`config.mk`:
```
export PLATFORM = sky130hd
export DESIGN_NAME = blit_loop_cnt_flat
export DESIGN_NICKNAME = d
export VERILOG_FILES = /design/src/rtl/blit_loop_cnt_if.sv /design/src/rtl/blit_loop_cnt.sv /design/src/flat_wrapper.sv
export SDC_FILE = /design/constraint.sdc
export NUM_CORES = 1
export LEC_CHECK = 0
export ABC_AREA = 1
export BUFFER_PORTS_ARGS = -buffer_cell sky130_fd_sc_hd__buf_2
export CORE_MARGIN = 2
export CORE_UTILIZATION = 55
export CTS_BUF_LIST = sky130_fd_sc_hd__clkbuf_8 sky130_fd_sc_hd__clkbuf_16
export DETAILED_ROUTE_END_ITERATION = 10
export PLACE_DENSITY = 0.78
export SLEW_MARGIN = 20
export SYNTH_ARGS = -nofsm -noshare
export SYNTH_HDL_FRONTEND = slang
export SYNTH_SLANG_ARGS = --single-unit
```
`constraint.sdc`:
```
create_clock -name clk -period 2.6 [get_ports clk]
set_input_delay 0.13 -clock clk [delete_from_list [all_inputs] [get_ports clk]]
set_output_delay 0.13 -clock clk [all_outputs]
set_load 0.005 [all_outputs]
```
`src/rtl/blit_loop_cnt_if.sv`:
```
// Bus bundle between the blitter sequencer (master) and the two-level loop counter (slave).
interface blit_loop_cnt_if #(
    parameter int unsigned INNER_W = 16,
    parameter int unsigned OUTER_W = 16,
    parameter int unsigned DIN_W   = 32
);
    logic               countld;
    logic [DIN_W-1:0]   gpu_din;
    logic               step;
    logic               abort;
    logic               busy;
    logic               inner0;
    logic               outer0;
    logic               inner_last;
    logic               outer_last;
    logic               inner_wrap;
    logic               done;
    logic [INNER_W-1:0] icnt;
    logic [OUTER_W-1:0] ocnt;

    modport master (
        output countld, gpu_din, step, abort,
        input  busy, inner0, outer0, inner_last, outer_last, inner_wrap, done, icnt, ocnt
    );

    modport slave (
        input  countld, gpu_din, step, abort,
        output busy, inner0, outer0, inner_last, outer_last, inner_wrap, done, icnt, ocnt
    );
endinterface

```
`src/rtl/blit_loop_cnt.sv`:
```
// Two-level (inner/outer) loop counter for the blitter sequencer.
// The inner count reloads from a shadow copy at each inner-loop end while the
// outer count steps down; a zero in either field is treated as an empty loop.
module blit_loop_cnt #(
    parameter int unsigned INNER_W   = 16,
    parameter int unsigned OUTER_W   = 16,
    parameter int unsigned DIN_W     = 32,
    parameter int unsigned OUTER_LSB = 16
) (
    input  logic            clk,
    input  logic            reset,
    blit_loop_cnt_if.slave  bus
);

    typedef enum logic [1:0] {
        IDLE = 2'd0,
        RUN  = 2'd1,
        DONE = 2'd2
    } state_t;

    state_t             state, state_next;
    logic [INNER_W-1:0] icnt_q, icnt_next;
    logic [OUTER_W-1:0] ocnt_q, ocnt_next;
    logic [INNER_W-1:0] shadow_q, shadow_next;
    logic               wrap_q, wrap_next;
    logic               done_q;

    logic [INNER_W-1:0] inner_field;
    logic [OUTER_W-1:0] outer_field;
    logic               unused_din;

    // Split the load word into its two count fields.
    assign inner_field = bus.gpu_din[INNER_W-1:0];
    assign outer_field = bus.gpu_din[OUTER_LSB +: OUTER_W];
    assign unused_din  = ^bus.gpu_din;

    // State, counters and the two pulse outputs.
    always_ff @(posedge clk) begin
        if (reset) begin
            state    <= IDLE;
            icnt_q   <= '0;
            ocnt_q   <= '0;
            shadow_q <= '0;
            wrap_q   <= 1'b0;
            done_q   <= 1'b0;
        end else begin
            state    <= state_next;
            icnt_q   <= icnt_next;
            ocnt_q   <= ocnt_next;
            shadow_q <= shadow_next;
            wrap_q   <= wrap_next;
            done_q   <= (state_next == DONE);
        end
    end

    // Next-state and counter update; load beats abort beats step.
    always_comb begin
        state_next  = state;
        icnt_next   = icnt_q;
        ocnt_next   = ocnt_q;
        shadow_next = shadow_q;
        wrap_next   = 1'b0;

        if (bus.countld) begin
            shadow_next = inner_field;
            if ((inner_field != '0) && (outer_field != '0)) begin
                icnt_next  = inner_field;
                ocnt_next  = outer_field;
                state_next = RUN;
            end else begin
                icnt_next  = '0;
                ocnt_next  = '0;
                state_next = DONE;
            end
        end else if (bus.abort) begin
            if (state != IDLE) begin
                icnt_next  = '0;
                ocnt_next  = '0;
                state_next = IDLE;
            end
        end else begin
            case (state)
                RUN: begin
                    if (bus.step) begin
                        if (icnt_q > INNER_W'(1)) begin
                            icnt_next = icnt_q - INNER_W'(1);
                        end else if (icnt_q == INNER_W'(1)) begin
                            if (ocnt_q > OUTER_W'(1)) begin
                                icnt_next = shadow_q;
                                ocnt_next = ocnt_q - OUTER_W'(1);
                                wrap_next = 1'b1;
                            end else begin
                                icnt_next  = '0;
                                ocnt_next  = '0;
                                state_next = DONE;
                            end
                        end
                    end
                end
                DONE:    state_next = IDLE;
                default: state_next = state;
            endcase
        end
    end

    // Status decoded from the registered state and counters.
    assign bus.busy       = (state == RUN);
    assign bus.inner0     = (icnt_q == '0);
    assign bus.outer0     = (ocnt_q == '0);
    assign bus.inner_last = (state == RUN) && (icnt_q == INNER_W'(1));
    assign bus.outer_last = (state == RUN) && (ocnt_q == OUTER_W'(1));
    assign bus.inner_wrap = wrap_q;
    assign bus.done       = done_q;
    assign bus.icnt       = icnt_q;
    assign bus.ocnt       = ocnt_q;

endmodule

```
`src/flat_wrapper.sv`:
```
// flat-port wrapper written by rule: the top's interface ports become plain ports
module blit_loop_cnt_flat 
#(
    parameter int unsigned INNER_W   = 16,
    parameter int unsigned OUTER_W   = 16,
    parameter int unsigned DIN_W     = 32,
    parameter int unsigned OUTER_LSB = 16
)
  (clk, reset, bus_countld, bus_gpu_din, bus_step, bus_abort, bus_busy, bus_inner0, bus_outer0, bus_inner_last, bus_outer_last, bus_inner_wrap, bus_done, bus_icnt, bus_ocnt);
  blit_loop_cnt_if #(.INNER_W(INNER_W), .OUTER_W(OUTER_W), .DIN_W(DIN_W)) bus_i ();
  input  logic clk;
  input  logic reset;
  input wire logic [$bits(bus_i.countld)-1:0] bus_countld;
  input wire logic [$bits(bus_i.gpu_din)-1:0] bus_gpu_din;
  input wire logic [$bits(bus_i.step)-1:0] bus_step;
  input wire logic [$bits(bus_i.abort)-1:0] bus_abort;
  output wire logic [$bits(bus_i.busy)-1:0] bus_busy;
  output wire logic [$bits(bus_i.inner0)-1:0] bus_inner0;
  output wire logic [$bits(bus_i.outer0)-1:0] bus_outer0;
  output wire logic [$bits(bus_i.inner_last)-1:0] bus_inner_last;
  output wire logic [$bits(bus_i.outer_last)-1:0] bus_outer_last;
  output wire logic [$bits(bus_i.inner_wrap)-1:0] bus_inner_wrap;
  output wire logic [$bits(bus_i.done)-1:0] bus_done;
  output wire logic [$bits(bus_i.icnt)-1:0] bus_icnt;
  output wire logic [$bits(bus_i.ocnt)-1:0] bus_ocnt;
  assign bus_i.countld = bus_countld;
  assign bus_i.gpu_din = bus_gpu_din;
  assign bus_i.step = bus_step;
  assign bus_i.abort = bus_abort;
  assign bus_busy = bus_i.busy;
  assign bus_inner0 = bus_i.inner0;
  assign bus_outer0 = bus_i.outer0;
  assign bus_inner_last = bus_i.inner_last;
  assign bus_outer_last = bus_i.outer_last;
  assign bus_inner_wrap = bus_i.inner_wrap;
  assign bus_done = bus_i.done;
  assign bus_icnt = bus_i.icnt;
  assign bus_ocnt = bus_i.ocnt;
  blit_loop_cnt #(.INNER_W(INNER_W), .OUTER_W(OUTER_W), .DIN_W(DIN_W), .OUTER_LSB(OUTER_LSB)) u_core (.clk(clk), .reset(reset), .bus(bus_i));
endmodule
```
==> qor.txt <==
dpl hpwl - 6860 um
synthesized net count - 616
Leak - 2.13 nW
CTS tree - built
core area - 6350 um^2
vias per cell - 5.22
sequential share of the synthesized area - 28.9%
FP Rows - 29
Longest Clk Path Bufs - 2
Max Clock Freq - 0.509 GHz
Setup Skew - 0.00847 ns
Util after Layout - 64.8%
Post-synth EDFFs - 0
CP max stage cell - dfxtp_1
Buffers & Inverters on Critical Path - 2
worst skew pair latency - 0.31 ns
gr usage total - 26.2%
CP most frequent cell - nand2_1
I/O Buffers - 75
CTS Hold Bufs - 0
Critical Path, Cell by Cell - inv_1 > ha_1 > nand2_2 > a21oi_2 > nand2_1 > nand2_2 > inv_4 > nand2_1 > nand2_1 > nand2_1 > a21oi_1
TNS Setup - 0 ns
antenna violations before repair - 0
Rel. slew slack - 58.4%
DRT Pass-1 Iters - 5
Tcrit/Tclk final - 75.5%
Setup-failing EPs final - 0
Yosys reg bits - 52
number of global-route vias before repair - 3458
fin crit period - 1.96 ns
VDD IR max - 320 uV
worst slew pin tran - 0.623 ns
final WL - 9370 um
clock sinks - 52
Initial Utilization - 56.7%
post-synth cell types - 37
die area - 7200 um^2
clock-pin slew on the worst setup and hold paths - 0.10 ns
Power Density - 601 nW/um^2
Die H - 84.9 um
gr ovfl total - 0
maxcap violations - 0
H-tree Lvls - 2
CTS resizes - 0
gpl congestion - 0.888
crit path capture type - register
filler cell count - 607
Syn Inst Count - 572
Iter 0 DRT Violations - 226
asr flop ratio synth - 0%
Hold Crit Class - input pin to register
Root Buffer - clkbuf_8
Post-Syn Area - 3600 um^2
layout cells sized above 1 - 20.5%
max-slew violation count - 0
setup bufs post-CTS - 0
Num CTS Buffers - 5
global-route wire length before repair - 15400 um
RSZ-0062 raised after global routing - no
synth warn - 0
CP max stage delay - 0.45 ns
status - complete, no violations
maximum net fanout on the critical path - 18
critical path type - register to register
CP delay by family, top - simple AND/OR/NAND/NOR gates
n_diodes - 0
Worst Path Required - 2.85 ns
Nets - 683
remaining antenna violation count - 0
Die X - 84.9 um
WP data arrival - 2.21 ns
pin count of the biggest net entering global routing - 33
wire per inst - 13.1 um
Startpoint Class - register
num ports - 76
via count - 3740
final hold vios - 0
Synth Area per Inst - 6.29 um^2
DRC viols - 0
Synth Flop Type - dfxtp_1
P&R area growth vs syn - 14.3%
stage by stage:
stage          cell area, um^2  std cells  setup WS [ns]  total power [mW]  hold slack [ns]
2_1_floorplan             3600        572           1.00              1.52            0.268
3_3_place_gp              3950        709          0.809              1.69            0.421
3_5_place_dp              3950        709          0.666              1.71            0.418
4_1_cts                   4110        717          0.646              2.48           0.0844
5_1_grt                   4110        717          0.454              2.62           0.0891
6_report                  4110        717          0.637              2.47           0.0866
synth_stat cells (2+ instances only):
cell type	n	area (um^2)
nand2_1	187	702
nor2_1	106	398
dfxtp_1	52	1040
inv_1	44	165
a21oi_1	41	205
nand3_1	22	110
o21ai_0	19	95.1
xor2_1	17	149
o21ai_2	8	70.1
ha_1	7	87.6
nand2_2	7	43.8
buf_6	6	67.6
clkbuf_1	6	22.5
nor2_2	6	37.5
a21oi_2	4	35.0
buf_2	4	20.0
nor2_4	4	45.0
nand2_4	3	33.8
nor3_1	3	15.0
o21ai_1	3	15.0
buf_4	2	15.0
inv_4	2	12.5
nor2_8	2	40.0
o21bai_1	2	15.0
or2_1	2	12.5
xnor2_1	2	17.5
sequential cells by signal (all words and copies together) (netlist names):
register,flops
u_core.bus.icnt,16
u_core.bus.ocnt,16
u_core.shadow_q,16
u_core.state,2
u_core.bus.done,1
u_core.bus.inner_wrap,1
worst reg2reg max path: cells and delay by family (launching register included):
kind,cells,cell delay (ns)
buffers and inverters,2,0.36
and+or+nand+nor,6,0.62
AOI/OAI and AO/OA,2,0.21
adders and majority gates,1,0.26
DFF,1,0.45
logic make-up after synthesis:
kind of cell / share of synthesized area [%]
and+or+nand+nor: 41.3
AOI/OAI and AO/OA: 13.4
buffers and inverters: 9.32
DFF: 28.9
xor gates and xnor gates: 4.63
adders and majority gates: 2.43
per-layer routing:
metal / vias up / track usage (%) / routed length [um]
li1: 1921 / - / -
met3: 32 / 3.89 / 542
met1: 1640 / 32.6 / 4100
met5: - / 0 / 0
met2: 147 / 44.8 / 4420
met4: 0 / 12.1 / 308
power breakdown:
part	switching, mW	internal [mW]
Clock	0.287	0.481
Combinational	0.471	0.281
Sequential	0.0836	0.866
final timing paths:
path / depth (start not counted) / slack, ns / from / endpoint
max: 11 / 0.64 / u_core.bus.ocnt[0]$_SDFFE_PP0P_ / u_core.bus.icnt[4]$_SDFFE_PP0P_
min: 3 / 0.09 / bus_step / u_core.bus.inner_wrap$_SDFF_PP0_
max reg2reg: 11 / 0.64 / u_core.bus.ocnt[0]$_SDFFE_PP0P_ / u_core.bus.icnt[4]$_SDFFE_PP0P_
min reg2reg: 2 / 0.47 / u_core.shadow_q[5]$_SDFFE_PP0P_ / u_core.shadow_q[5]$_SDFFE_PP0P_
cells in the final DEF, fill, tap and decap left out, types with 4 or more instances in the layout:
| cell | synthesis | final |
|---|---|---|
| a21oi_1 | 41 | 41 |
| a21oi_2 | 4 | 4 |
| buf_2 | 4 | 75 |
| buf_4 | 2 | 4 |
| clkbuf_8 | 0 | 5 |
| dfxtp_1 | 52 | 52 |
| ha_1 | 7 | 7 |
| inv_1 | 44 | 44 |
| nand2_1 | 187 | 187 |
| nand2_2 | 7 | 7 |
| nand3_1 | 22 | 22 |
| nor2_1 | 106 | 106 |
| nor2_2 | 6 | 6 |
| nor2_4 | 4 | 4 |
| o21ai_0 | 19 | 19 |
| o21ai_2 | 8 | 8 |
| xor2_1 | 17 | 17 |
area by class of cell:
cell class / instances / area, um^2 / area share (%)
multi-input cells: 453 / 2220 / 54.0
flip-flops and latches: 52 / 1040 / 25.3
repair buffers: 79 / 405 / 9.86
inverters: 48 / 190 / 4.62
well taps: 77 / 96.3 / 2.34
clock inverters: 3 / 90.1 / 2.19
clock buffers: 5 / 68.8 / 1.67
Power figures use the tool's default switching activity.
